$ cat src/rtl/bits_to_symbols_tx.sv
// Serialises an N-bit word into fixed-point symbols (bit 0 -> SYM_ZERO, bit 1 -> SYM_ONE),
// one per cycle over valid/ready. Optional macro BITS_TO_SYMBOLS_PACKED_OUT_EN adds a packed output.
module bits_to_symbols_tx #(
    parameter int unsigned N          = 1,
    parameter int unsigned DATA_WIDTH = 16,
    parameter int          SYM_ZERO   = 128,
    parameter int          SYM_ONE    = 256,
    parameter int unsigned IDX_W      = (N > 1) ? $clog2(N) : 1
) (
    input  logic                  clk,
    input  logic                  rst_n,
    input  logic [N-1:0]          in_bits,
    input  logic                  in_valid,
    output logic                  in_ready,
    output logic [DATA_WIDTH-1:0] sym_data,
    output logic                  sym_valid,
    input  logic                  sym_ready,
    output logic [IDX_W-1:0]      sym_index,
    output logic                  sym_last
`ifdef BITS_TO_SYMBOLS_PACKED_OUT_EN
    ,
    output logic [N*DATA_WIDTH-1:0] sym_packed,
    output logic                    sym_packed_valid
`endif
);

    localparam logic [DATA_WIDTH-1:0] SymZero = DATA_WIDTH'(SYM_ZERO);
    localparam logic [DATA_WIDTH-1:0] SymOne  = DATA_WIDTH'(SYM_ONE);
    localparam logic [IDX_W-1:0]      LastIdx = IDX_W'(N - 1);

    typedef enum logic [0:0] {StIdle, StSend} state_e;

    state_e                state_q, state_d;
    logic [N-1:0]          bits_q, bits_d;
    logic [DATA_WIDTH-1:0] data_q, data_d;
    logic [IDX_W-1:0]      idx_q, idx_d;
    logic                  last_q, last_d;
    logic                  word_acc;

    function automatic logic [DATA_WIDTH-1:0] map_bit(input logic b);
        return b ? SymOne : SymZero;
    endfunction

    // bits_q is a shift register: bit 0 always holds the next symbol still to be sent.
    always_comb begin
        state_d  = state_q;
        bits_d   = bits_q;
        data_d   = data_q;
        idx_d    = idx_q;
        last_d   = last_q;
        in_ready = (state_q == StIdle) | ((state_q == StSend) & last_q & sym_ready);
        word_acc = in_valid & in_ready;

        unique case (state_q)
            StIdle: begin
                if (word_acc) begin
                    bits_d  = in_bits >> 1;
                    data_d  = map_bit(in_bits[0]);
                    idx_d   = '0;
                    last_d  = (N == 1);
                    state_d = StSend;
                end
            end
            StSend: begin
                if (sym_ready) begin
                    if (!last_q) begin
                        bits_d = bits_q >> 1;
                        data_d = map_bit(bits_q[0]);
                        idx_d  = idx_q + IDX_W'(1);
                        last_d = ((idx_q + IDX_W'(1)) == LastIdx);
                    end else if (word_acc) begin
                        bits_d = in_bits >> 1;
                        data_d = map_bit(in_bits[0]);
                        idx_d  = '0;
                        last_d = (N == 1);
                    end else begin
                        state_d = StIdle;
                    end
                end
            end
            default: state_d = StIdle;
        endcase
    end

    always_ff @(posedge clk or negedge rst_n) begin
        if (!rst_n) begin
            state_q <= StIdle;
            bits_q  <= '0;
            data_q  <= '0;
            idx_q   <= '0;
            last_q  <= 1'b0;
        end else begin
            state_q <= state_d;
            bits_q  <= bits_d;
            data_q  <= data_d;
            idx_q   <= idx_d;
            last_q  <= last_d;
        end
    end

    assign sym_valid = (state_q == StSend);
    assign sym_data  = data_q;
    assign sym_index = idx_q;
    assign sym_last  = last_q;

`ifdef BITS_TO_SYMBOLS_PACKED_OUT_EN
    logic [N*DATA_WIDTH-1:0] packed_q, packed_d;
    logic                    packed_valid_q;

    // Symbol 0 occupies the most significant slice, matching the decoder's input layout.
    always_comb begin
        packed_d = packed_q;
        if (word_acc) begin
            for (int i = 0; i < int'(N); i++) begin
                packed_d[(int'(N) - i) * int'(DATA_WIDTH) - 1 -: DATA_WIDTH] = map_bit(in_bits[i]);
            end
        end
    end

    always_ff @(posedge clk or negedge rst_n) begin
        if (!rst_n) begin
            packed_q       <= '0;
            packed_valid_q <= 1'b0;
        end else begin
            packed_q       <= packed_d;
            packed_valid_q <= word_acc;
        end
    end

    assign sym_packed       = packed_q;
    assign sym_packed_valid = packed_valid_q;
`else
    // Serial-only build: no packed output state.
`endif

endmodule
$ cat config.mk
export PLATFORM = sky130hd
export DESIGN_NAME = bits_to_symbols_tx
export DESIGN_NICKNAME = d
export VERILOG_FILES = /design/src/rtl/bits_to_symbols_tx.sv
export SDC_FILE = /design/constraint.sdc
export NUM_CORES = 1
export LEC_CHECK = 0
export ABC_AREA = 1
export BUFFER_PORTS_ARGS = -buffer_cell sky130_fd_sc_hd__buf_2
export CAP_MARGIN = 40
export CORE_UTILIZATION = 47
export CTS_CLUSTER_SIZE = 8
export DETAILED_ROUTE_END_ITERATION = 12
export PLACE_DENSITY = 0.74
export SYNTH_ARGS = -nofsm -noshare
export SYNTH_HDL_FRONTEND = slang
export SYNTH_SLANG_ARGS = --single-unit
export TNS_END_PERCENT = 10
$ cat constraint.sdc
create_clock -name clk -period 1.25 [get_ports clk]
set_input_delay 0.25 -clock clk [delete_from_list [all_inputs] [get_ports clk]]
set_output_delay 0.25 -clock clk [all_outputs]
set_load 0.005 [all_outputs]
==> results of run 1 <==
power groups by stage:
stage | Sequential [uW] | Combinational (uW) | Clock, uW
floorplan | 776 | 206 | 0
global placement | 765 | 341 | 0
detailed placement | 768 | 344 | 0
CTS | 754 | 422 | 292
global route | 762 | 493 | 321
finish | 753 | 449 | 274
metrics by stage:
| stage | setup TNS, ns | power, uW | utilization [%] |
|---|---|---|---|
| after floorplan | 0 | 982 | - |
| after global placement | 0 | 1110 | 60.5 |
| after detailed placement | 0 | 1110 | 60.5 |
| after CTS | -0.0687 | 1470 | 65.8 |
| after global routing | -0.180 | 1580 | 66.9 |
| final | -0.0921 | 1480 | 66.9 |
final cells by class:
cell class | count | share of cell area, %
inverter | 22 | 8.20
sequential | 20 | 49.7
timing repair buffer | 34 | 20.0
clock buffer | 3 | 2.24
tap | 16 | 1.99
multi-input combinational | 35 | 17.9
tightest hold or removal path: stages:
cell and delay (ns):
sky130_fd_sc_hd__buf_2 0.09, sky130_fd_sc_hd__inv_1 0.08, sky130_fd_sc_hd__o22ai_1 0.09
per-layer routing:
layer	track usage, %	vias up
li1	-	296
met1	21.2	264
met2	24.6	15
met3	2.59	2
met4	10.0	0
met5	0	-
cell usage in the layout, fill, tap and decap left out, types with 2 or more instances in the layout:
cell,count
sky130_fd_sc_hd__inv_1,20
sky130_fd_sc_hd__buf_2,24
sky130_fd_sc_hd__clkbuf_4,3
sky130_fd_sc_hd__nand3_1,3
sky130_fd_sc_hd__inv_2,2
sky130_fd_sc_hd__o21ai_0,3
sky130_fd_sc_hd__dfrtp_1,20
sky130_fd_sc_hd__nor2_4,2
sky130_fd_sc_hd__nor2_1,18
sky130_fd_sc_hd__nand2_1,3
sky130_fd_sc_hd__buf_4,8
sky130_fd_sc_hd__nand2_2,2
registers in the layout, indices dropped and copies added, names as in the netlist:
| register | count |
|---|---|
| sym_last | 1 |
| sym_valid | 1 |
| sym_index | 1 |
| bits_q | 1 |
| sym_data | 16 |
worst max-delay path by stage:
stage	start	to	slack, ns
detailed placement	sym_valid$_DFF_PN0_	sym_data[10]$_DFFE_PN0P_	0.14
finish	sym_valid$_DFF_PN0_	in_ready	-0.09
CTS	sym_valid$_DFF_PN0_	in_ready	-0.07
floorplan	sym_valid$_DFF_PN0_	bits_q$_DFFE_PN0P_	0.19
global route	sym_valid$_DFF_PN0_	in_ready	-0.17
global placement	sym_last$_DFFE_PN0P_	bits_q$_DFFE_PN0P_	0.17
timing repair:
| item | 4_1_cts | 5_1_grt |
|---|---|---|
| setup buffers | 6 | 1 |
| endpoints found under the setup margin | 1 | 6 |
| gates resized for setup | 2 | 2 |
| endpoints found under the hold margin | 20 | 0 |
| pin swaps | 2 | 2 |
| hold buffers | 1 | 0 |
logic make-up (layout without fill, tap and decap cells):
kind of cell / Yosys count / in the layout
AOI/OAI and AO/OA: 7 / 7
buffers and inverters: 23 / 59
DFF: 20 / 20
and+or+nand+nor: 28 / 28
==> parameters.txt, run 1 <==
Parameter                              Value

Run status
  Status    finished with violations
  Violated checks    setup timing

Floorplanning
  Horizontal die dimension    42.4 um
  Placeable core area    0.00151 mm^2
  Vertical die dimension    42.4 um
  Number of I/O pins    25
  Initial Utilization    50.9%
  Full die area    0.00180 mm^2
  Placement row count    14

CTS
  Clock-pin slew on the worst setup and hold paths    0.09 ns
  Skew-Pair Late Insertion Delay    0.28 ns
  Clock Tree Root    sky130_fd_sc_hd__clkbuf_4
  CTS tree    yes
  TritonCTS Buffers    3
  CTS H-tree lvls    1
  Max Buffers Root-to-Sink    2
  Sinks on the clock net    20

Critical path
  CP Max Fanout    4
  FF-to-FF End    sym_data[4]$_DFFE_PN0P_
  Peak per-stage delay on the critical path    0.43 ns
  Cell count along the critical path    4
  Req. time, crit path    1.00 ns
  Slowest stage cell on the critical path    sky130_fd_sc_hd__dfrtp_1
  Count of buffer and inverter cells on the critical path    2
  Worst r2r path cells    6
  Critical Path Source Type    flop
  Cell breakdown of the critical path    inv_2, nor2_4, nor2_4, buf_2
  CP Class    flop to output port
  Critical path's top delay family    flip-flops
  Reg2reg setup slack    0.05 ns
  Signal arrival time at the worst endpoint    1.09 ns
  Start of the worst register-to-register path    sym_valid$_DFF_PN0_
  CP Capture Type    output port
  Cell with the most instances on the worst path    sky130_fd_sc_hd__nor2_4

Routing
  Highest routed layer    met4
  Antenna-violating nets left    0
  Number of vias after detailed routing    577
  Final WL    1.29 mm
  Number of DRC violations after detailed routing    0
  Routed metal-1 wirelength    591 um
  Drt via density    4.44
  Amount of wire on met2 after detailed routing    626 um
  Number of search-and-repair iterations in the first detailed-routing pass    6
  Routed WL per cell    9.90 um
  Drt first-iter violations    1
  Met3 WL    56 um

Place
  Placed insts    119
  Total placed instance area    911 um^2
  Worst slack after detailed placement    0.137 ns
  Port buffer count    24
  Post-detailed-placement half-perimeter wirelength    887 um
  Final estimated routing congestion in global placement    0.814

GRT
  Largest net degree at the start of global routing    21
  Global-route wire length before repair    2.18 mm
  Via count of the first global-routing pass    559
  Global route overflow    0
  Total GRT Usage    16.0%
  Number of antenna violations at the first check in global routing    0

STA
  Number of pins with negative max-slew slack in the final report    0
  RSZ-0062 raised after global routing    yes
  Tcrit/Tclk final    107%
  Final worst path period need    1.34 ns
  Final hold slack    0.261 ns
  Finish-stage setup viols    1
  Worst slew margin relative to its limit    72.2%
  Number of failing hold endpoints at the final stage    0
  Final WS setup    -0.0921 ns
  Largest clock skew in the final design    0.000895 ns
  Worst-margin pin slew    0.417 ns
  Fmax    745 MHz

Synthesis
  Most numerous cell in the Yosys netlist    sky130_fd_sc_hd__inv_1
  Simple-gate share of the synthesized area    15.8%
  Leading cell types by total area after synthesis    sky130_fd_sc_hd__dfrtp_1 (65%), sky130_fd_sc_hd__inv_1 (10%), sky130_fd_sc_hd__nor2_1 (9.3%), sky130_fd_sc_hd__a21oi_4 (2.1%), sky130_fd_sc_hd__nand3_1 (2.0%)
  Post-synth ARST share    100%
  Main synth FF type    sky130_fd_sc_hd__dfrtp_1
  Register bit total from synthesis    20
  Synthesized area    767 um^2
  Synth warn    0
  Leading post-synthesis cells by instance count    sky130_fd_sc_hd__inv_1 (21), sky130_fd_sc_hd__dfrtp_1 (20), sky130_fd_sc_hd__nor2_1 (19)
  EDFF count, synth    0
  Seq/Total Area, Yosys    65.3%
  Average instance area after synthesis    9.83 um^2
  Net count of the mapped netlist    83
  Cell taking the most area after synthesis    sky130_fd_sc_hd__dfrtp_1
  Number of instances in the synthesized netlist    78
  Adder-cell share of the synthesized area    0%
  Area share of the leading cell type in the synthesized netlist    65.3%
  Distinct cell type count after synthesis    14
  Synth Area in Compound Gates    6.69%
  Post-synthesis mux area share    0%
  Xor/xnor cell area share of the yosys netlist    0%
  Dominant combinational cell family by area after synthesis    simple AND/OR/NAND/NOR gates

Worst hold path
  Worst Hold Endpoint    sym_index$_DFFE_PN0P_
  Number of instances on the worst hold path    3
  Worst hold start    sym_ready
  Type of the tightest min-delay check    input pin to flop

Final layout
  Number of filler cells placed in the layout    131
  Nets    121
  Footprint of the flip-flops and latches    500 um^2
  Final std cell area, no fill    0.00101 mm^2
  Post-route non-filler standard cell count    130
  Ant. Diodes    0
  Area growth from synthesis to layout    31.3%
  Fraction of layout instances using a drive strength above 1    37.7%
  Combined area of the multi-input logic cells    180 um^2

Power and ir drop
  Logic gate share of total power    30.4%
  Internal cell power    1050 uW
  Static leakage    0.000558 uW
  Relative contribution of the clock network to total power    18.6%
  Relative contribution of sequential cells to total power    51.0%
  Net switching power of the design    430 uW
  Pwr/cell area    1470 mW/mm^2
  Worst vdd ir    0.833 mV
  Sw Ratio    29.1%

Flow run
  Maxcap violations    0
Power figures use the tool's default switching activity.
==> run 2, diff against run 1 <==
- MAX_ROUTING_LAYER: not set -> met4
- clock period: 1.25 -> 1.3 ns (I/O delays scaled with it)
==> parameters.txt, run 2 (same netlist as run 1, synthesis figures left out) <==
Parameter                              Value

Run status
  Status    finished with violations
  Violated checks    setup timing

STA
  Number of pins with negative max-slew slack in the final report    0
  Worst slew margin relative to its limit    71.6%
  RSZ-0062 raised after global routing    yes
  Fmax    729 MHz
  Largest clock skew in the final design    0.00584 ns
  Tcrit/Tclk final    105%
  Final worst path period need    1.37 ns
  Finish-stage setup viols    1
  Final WS setup    -0.0708 ns
  Worst-margin pin slew    0.426 ns
  Number of failing hold endpoints at the final stage    0

Place
  Port buffer count    24
  Final estimated routing congestion in global placement    0.828
  Post-detailed-placement half-perimeter wirelength    983 um
  Placed insts    118
  Total placed instance area    903 um^2

Critical path
  Start of the worst register-to-register path    sym_valid$_DFF_PN0_
  CP Max Fanout    4
  Worst r2r path cells    6
  Req. time, crit path    1.04 ns
  CP Capture Type    output port
  Worst setup path start    sym_valid$_DFF_PN0_
  Critical Path Source Type    flop
  CP Class    flop to output port
  Signal arrival time at the worst endpoint    1.11 ns

GRT
  Global-route wire length before repair    2.42 mm
  Largest net degree at the start of global routing    21
  Number of antenna violations at the first check in global routing    0
  Global route overflow    0
  Total GRT Usage    18.7%
  Via count of the first global-routing pass    563

Floorplanning
  Placeable core area    0.00151 mm^2
  Initial Utilization    50.9%
  Horizontal die dimension    42.4 um
  Placement row count    14
  Full die area    0.00180 mm^2
  Number of I/O pins    25
  Vertical die dimension    42.4 um

Power and ir drop
  Internal cell power    1230 uW
  Net switching power of the design    471 uW
  Relative contribution of the clock network to total power    29.1%
  Relative contribution of sequential cells to total power    42.7%
  Pwr/cell area    1620 mW/mm^2
  Sw Ratio    27.6%
  Static leakage    0.000583 uW
  Logic gate share of total power    28.2%
  Worst vdd ir    0.986 mV

CTS
  TritonCTS Buffers    3
  Clock-pin slew on the worst setup and hold paths    0.11 ns
  Max Buffers Root-to-Sink    2
  CTS tree    yes
  CTS H-tree lvls    1
  Clock Tree Root    sky130_fd_sc_hd__clkbuf_4
  Skew-Pair Late Insertion Delay    0.30 ns
  Sinks on the clock net    20

Final layout
  Number of filler cells placed in the layout    117
  Ant. Diodes    0
  Nets    123
  Post-route non-filler standard cell count    133
  Final std cell area, no fill    0.00105 mm^2
  Max reg flops    16
  Most common library cell in the layout ignoring fill and taps    sky130_fd_sc_hd__buf_2
  Commonest cells after routing, fill and taps aside    sky130_fd_sc_hd__buf_2 (24), sky130_fd_sc_hd__inv_1 (20), sky130_fd_sc_hd__dfrtp_1 (20), sky130_fd_sc_hd__nor2_1 (18), sky130_fd_sc_hd__buf_4 (10)
  Area growth from synthesis to layout    37.2%
  Fraction of layout instances using a drive strength above 1    39.3%

Routing
  Number of search-and-repair iterations in the first detailed-routing pass    4
  Number of vias after detailed routing    634
  Drt via density    4.77
  Routed WL per cell    11.4 um
  Drt first-iter violations    11
  Antenna-violating nets left    0
  Number of DRC violations after detailed routing    0
  Final WL    1.52 mm

Worst hold path
  Worst hold start    in_valid
  Type of the tightest min-delay check    input pin to flop
  Number of instances on the worst hold path    3

Flow run
  Maxcap violations    0
-- run 2: cell count changes in the layout (fill, tap and decap cells not counted) --
cell                        change
sky130_fd_sc_hd__bufinv_16      +1
sky130_fd_sc_hd__buf_4          +2
-- run 2: power by group through the flow --
stage | Sequential [uW] | Clock [uW] | Combinational [uW]
final | 727 | 496 | 481
after CTS | 728 | 508 | 399
after global placement | 737 | 0 | 315
after detailed placement | 742 | 0 | 323
after global routing | 736 | 527 | 524
after floorplan | 746 | 0 | 198
-- run 2: layout make-up --
cell class	instances	area, um^2	share of cell area [%]
Sequential cell	20	500	47.6
Clock inverter	1	30.0	2.85
Multi-Input combinational cell	35	180	17.1
Clock buffer	3	22.5	2.14
Timing Repair Buffer	36	216	20.6
Inverter	22	82.6	7.85
Tap cell	16	20.0	1.90
-- run 2: final timing paths --
kind / slack (ns) / to
max: -0.07 / in_ready
min: 0.26 / sym_valid$_DFF_PN0_
max reg2reg: 0.01 / sym_data[5]$_DFFE_PN0P_
min reg2reg: 0.50 / sym_data[9]$_DFFE_PN0P_
max in group asynchronous: 0.59 / sym_data[15]$_DFFE_PN0P_
min in group asynchronous: 0.42 / sym_data[0]$_DFFE_PN0P_
-- run 2: timing repair --
action	in CTS	in global routing
endpoints found under the hold margin	20	0
hold buffers	1	0
buffers inserted	6	4
cloned	0	0
resized for setup	2	2
pin swaps	2	3
setup endpoints to repair	1	11
-- run 2: metrics by stage --
stage	setup TNS [ns]	utilization, %	total power, uW	setup WS [ns]	hold slack (ns)
2_1_floorplan	0	-	944	0.236	-0.0356
5_1_grt	-0.846	69.9	1790	-0.143	0.283
6_report	-0.0708	69.9	1700	-0.0708	0.260
4_1_cts	-0.0691	67.3	1640	-0.0691	0.251
3_5_place_dp	0	60.0	1060	0.0994	0.228
3_3_place_gp	0	60.0	1050	0.137	0.217
-- run 2: layer usage --
layer  GRT usage [%]  share of wire [%]
met5               -                  0
met4            10.0               0.92
met3            3.88                5.5
met2            27.7                 52
met1            24.2                 42
-- run 2: critical path, stage by stage, from the launching register on --
cell,delay (ns)
sky130_fd_sc_hd__dfrtp_1,0.43
sky130_fd_sc_hd__inv_2,0.06
sky130_fd_sc_hd__nor2_4,0.15
sky130_fd_sc_hd__nor2_4,0.06
sky130_fd_sc_hd__buf_2,0.12
